## src/rtl/ram_block_copy.sv

```systemverilog
// Copies len words from src_addr to dst_addr through a read-first dual-port RAM, one word per cycle.
// busy covers len+1 cycles; a start seen while busy is dropped, never queued.
module ram_block_copy #(
    parameter int A_WIDTH = 3,
    parameter int D_WIDTH = 8
) (
    input  logic               clk,
    input  logic               rst_n,
    input  logic               start,
    input  logic [A_WIDTH-1:0] src_addr,
    input  logic [A_WIDTH-1:0] dst_addr,
    input  logic [A_WIDTH:0]   len,
    output logic               busy,
    output logic               done,
    output logic               ram_we_a,
    output logic [A_WIDTH-1:0] ram_add_a,
    output logic [D_WIDTH-1:0] ram_din_a,
    input  logic [D_WIDTH-1:0] ram_dout_a,
    output logic               ram_we_b,
    output logic [A_WIDTH-1:0] ram_add_b,
    output logic [D_WIDTH-1:0] ram_din_b
);

    localparam logic [1:0] IDLE  = 2'd0;
    localparam logic [1:0] RUN   = 2'd1;
    localparam logic [1:0] DRAIN = 2'd2;

    localparam int             DEPTH_I = 1 << A_WIDTH;
    localparam logic [A_WIDTH:0] DEPTH = DEPTH_I[A_WIDTH:0];

    logic [1:0]         state;
    logic [A_WIDTH-1:0] src_q;
    logic [A_WIDTH-1:0] dst_q;
    logic [A_WIDTH:0]   len_q;
    logic [A_WIDTH:0]   k;
    logic [A_WIDTH:0]   k_nxt;

    assign k_nxt     = k + {{A_WIDTH{1'b0}}, 1'b1};
    assign ram_we_a  = 1'b0;
    assign ram_din_a = '0;
    // Read data from port A lands one cycle after its address; it goes straight to port B.
    assign ram_din_b = ram_dout_a;

    always_ff @(posedge clk or negedge rst_n) begin
        if (!rst_n) begin
            state     <= IDLE;
            src_q     <= '0;
            dst_q     <= '0;
            len_q     <= '0;
            k         <= '0;
            busy      <= 1'b0;
            done      <= 1'b0;
            ram_we_b  <= 1'b0;
            ram_add_a <= '0;
            ram_add_b <= '0;
        end else begin
            done <= 1'b0;
            case (state)
                IDLE: begin
                    if (start) begin
                        if (len == '0) begin
                            done <= 1'b1;
                        end else begin
                            src_q     <= src_addr;
                            dst_q     <= dst_addr;
                            len_q     <= (len > DEPTH) ? DEPTH : len;
                            k         <= '0;
                            ram_add_a <= src_addr;
                            ram_we_b  <= 1'b0;
                            busy      <= 1'b1;
                            state     <= RUN;
                        end
                    end
                end
                RUN: begin
                    // Write lags read by one word; the last write happens while in DRAIN.
                    k         <= k_nxt;
                    ram_we_b  <= 1'b1;
                    ram_add_b <= dst_q + k[A_WIDTH-1:0];
                    if (k_nxt == len_q) begin
                        state <= DRAIN;
                    end else begin
                        ram_add_a <= src_q + k_nxt[A_WIDTH-1:0];
                    end
                end
                DRAIN: begin
                    busy     <= 1'b0;
                    done     <= 1'b1;
                    ram_we_b <= 1'b0;
                    state    <= IDLE;
                end
                default: state <= IDLE;
            endcase
        end
    end

endmodule

```

## config.mk

```make
export PLATFORM = sky130hd
export DESIGN_NAME = ram_block_copy
export DESIGN_NICKNAME = d
export VERILOG_FILES = /design/src/rtl/ram_block_copy.sv
export SDC_FILE = /design/constraint.sdc
export NUM_CORES = 1
export LEC_CHECK = 0
export CORE_MARGIN = 2
export CORE_UTILIZATION = 46
export CTS_BUF_LIST = sky130_fd_sc_hd__clkbuf_4 sky130_fd_sc_hd__clkbuf_8 sky130_fd_sc_hd__clkbuf_16
export CTS_CLUSTER_SIZE = 24
export DETAILED_ROUTE_END_ITERATION = 8
export MAX_ROUTING_LAYER = met4
export PLACE_DENSITY = 0.91
export SYNTH_ARGS = -nofsm -noshare
export SYNTH_HDL_FRONTEND = slang
export SYNTH_SLANG_ARGS = --single-unit
```

## constraint.sdc

```tcl
create_clock -name clk -period 2.4 [get_ports clk]
set_input_delay 0.48 -clock clk [delete_from_list [all_inputs] [get_ports clk]]
set_output_delay 0.48 -clock clk [all_outputs]
set_load 0.05 [all_outputs]
```

==> flow_summary_export.csv <==
group,metric,value,unit
run_status,outcome,"completed",
worst_setup_path,path_class,"flop to output port",
floorplan,die-area,0.00363,sq mm
drt,vias_per_cell,4.90,
floorplan,start_util,48.1,%
worst_setup_path,rr_startpoint,"k[0]",
global_route,grt_use_met1,21.2,%
power_and_ir_drop,finalPower,2380,uW
finish,nFillCells,266,
finish,area.growth.synth_to_final,13.1,%
global_route,grt_max_degree,26,
power_and_ir_drop,p_leak,0.000740,uW
global_route,use_met2,28.4,%
clock_network,htree_levels,1,
worst_setup_path,r2r_end,"ram_add_a[2]",
worst_setup_path,critPathTopFamily,"buffers and inverters",
worst_setup_path,cp_slowest_cell,"clkdlybuf4s50_1",
finish,diodes,0,
sta,hold_viol_final,0,
worst_setup_path,rr_worst_depth,7,
worst_setup_path,startpoint,"ram_we_b",
worst_setup_path,arrival,1.53,ns
yosys,yosysSeqAreaShare,43.0,%
clock_network,insertion_delay,0.32,ns
yosys,yosysWarnings,0,
clock_network,cts_setup_buffers,0,
clock_network,cts_resized,0,
floorplan,fp-row-count,20,
worst_setup_path,critical_path_cell_count,1,
sta,fin_crit,2.01,ns
placement,place_hpwl,2040,um
worst_setup_path,path_cells,"clkdlybuf4s50_1",
sta,drv_slew,0,
drt,wl_per_cell,12.4,um
power_and_ir_drop,power.density,1450,mW/mm^2
floorplan,pin_count,47,
yosys,synth_area_per_cell,9.52,sq um
global_route,busiest_layer,"met2",
placement,portBuffers,21,
sta,rsz0062_at_grt,"false",
finish,nets,194,
clock_network,hold_buffers,0,
sta,post-route-period-util,83.9,%
global_route,grt.overflow.total,0,
drt,drtIter0Drc,22,
sta,finalSetupTns,0,ns
clock_network,clock_path_buffers,2,
worst_setup_path,crit_required,1.92,ns
drt,dr.pass1.iters,4,
yosys,ys_seq_elements,25,
sta,setup_viol,0,
floorplan,dieWidth,60.3,um
clock_network,root_buffer,"clkbuf_4",
finish,drive_gt1_share,8.38,%
yosys,synthArstFlopShare,100,%
yosys,yosysUniqueCellTypes,35,
job,max-cap-violations,0,
worst_setup_path,cp_max_fo,3,
clock_network,tritoncts,"yes",
global_route,grt_usage,17.1,%
finish,final_cell_mix,"27 x nand2_1, 25 x dfrtp_1, 21 x clkdlybuf4s50_1",
clock_network,cts_buffers,3,
worst_hold_path,min_from,"ram_add_b[1]",
worst_setup_path,worst-path-buf-inv,1,
worst_hold_path,hold_class,"flop to flop",
drt,drc,0,
finish,final_util,54.4,%
finish,final_common_cell,"nand2_1",
sta,fin_skew,0.00284,ns
placement,gp_congestion,0.846,
clock_network,cts.reportedPaths.clkPinSlew,0.13,ns
power_and_ir_drop,peakVddDrop,0.762,mV
drt,detail-route-antenna-nets,0,
global_route,antenna_found_initial,0,
sta,fmax,496,MHz
floorplan,die_h,60.3,um
global_route,grtUsageMet3,2.16,%
finish,seqCellArea,626,sq um
sta,worst_hold_slack,0.491,ns
placement,dp_cells,207,
worst_setup_path,rrSetupSlack,0.41,ns
worst_setup_path,cpPeakStageDelay,0.81,ns
drt,via_count,1034,
global_route,grt_pass1_wl,4420,um
yosys,synth_edf_count,0,
clock_network,cts_sinks,25,
floorplan,coreArea,0.00303,sq mm
drt,routed_wl,2620,um
yosys,netlist_instances,153,
worst_setup_path,cp-end-kind,"output port",
finish,instances_no_fill,211,
yosys,synthFlopType,"dfrtp_1",
finish,multi_input_area,667,sq um
global_route,grt_pass1_vias,996,
yosys,syn_area,0.00146,sq mm
worst_setup_path,cp-start-kind,"flop",
worst_setup_path,crit_path_end,"ram_we_b",
layer usage:
metal  wire length [um]  vias up  share of wire (%)
met5                  0        -                  0
met4                 53        0                2.0
met3                115        5                4.4
met2               1310       21                 50
met1               1140      502                 43
li1                   -      506                  -
registers in the layout, summed over array words and instances (netlist names):
signal     cells
k              4
len_q          4
dst_q          3
ram_add_a      3
ram_add_b      3
src_q          3
state          2
busy           1
done           1
ram_we_b       1
final cells by class:
cell class              count  share of cell area [%]
well taps                  44                    3.34
repair buffers             24                    14.1
multi-input cells         104                    40.5
clock buffers               4                    1.82
flip-flops and latches     25                    38.0
inverters                  10                    2.28
cell families (layout without fill, tap and decap cells):
group | after synthesis | after routing | synth area share, %
simple gates | 50 | 50 | 16.3
buf+inv | 32 | 38 | 13.3
compound gates | 28 | 28 | 13.5
flops | 25 | 25 | 43.0
xor+xnor | 11 | 11 | 7.56
fa+ha+maj | 5 | 5 | 5.33
other cells | 1 | 9 | 0.257
mux | 1 | 1 | 0.773
how the worst min path moves through the flow:
stage                              end  slack (ns)  cells after the start
final                     ram_add_b[1]        0.49                      2
after global routing      ram_add_a[2]        0.53                      2
after CTS                 ram_add_b[1]        0.50                      2
after detailed placement  ram_add_b[1]        0.47                      2
after global placement    ram_add_b[0]        0.46                      2
after floorplan                   busy        0.18                      0
synth_stat cells, types with 2 or more instances:
cell	instances	area [sq um]
buf_2	2	10.0
a21oi_1	5	25.0
fa_1	2	40.0
o21ai_0	12	60.1
xnor2_1	7	61.3
buf_4	19	143
nand2_1	27	101
dfrtp_1	25	626
nor2_1	7	26.3
ha_1	3	37.5
nand3_1	2	10.0
nor4_1	2	12.5
xor2_1	3	26.3
o211ai_1	3	22.5
inv_1	10	37.5
nand2b_1	3	18.8
nor3_1	3	15.0
per-stage QoR:
stage	area (sq um)	setup WS (ns)
detailed placement	1620	0.251
floorplan	1490	0.629
finish	1650	0.386
global placement	1620	0.292
CTS	1650	0.376
global route	1650	0.311
report_power, final:
group          total, uW  switching, uW  internal (uW)
logic               1400            811            591
registers            781            166            615
clock network        201            124           76.5
total               2380           1100           1280
Power figures use the tool's default switching activity.
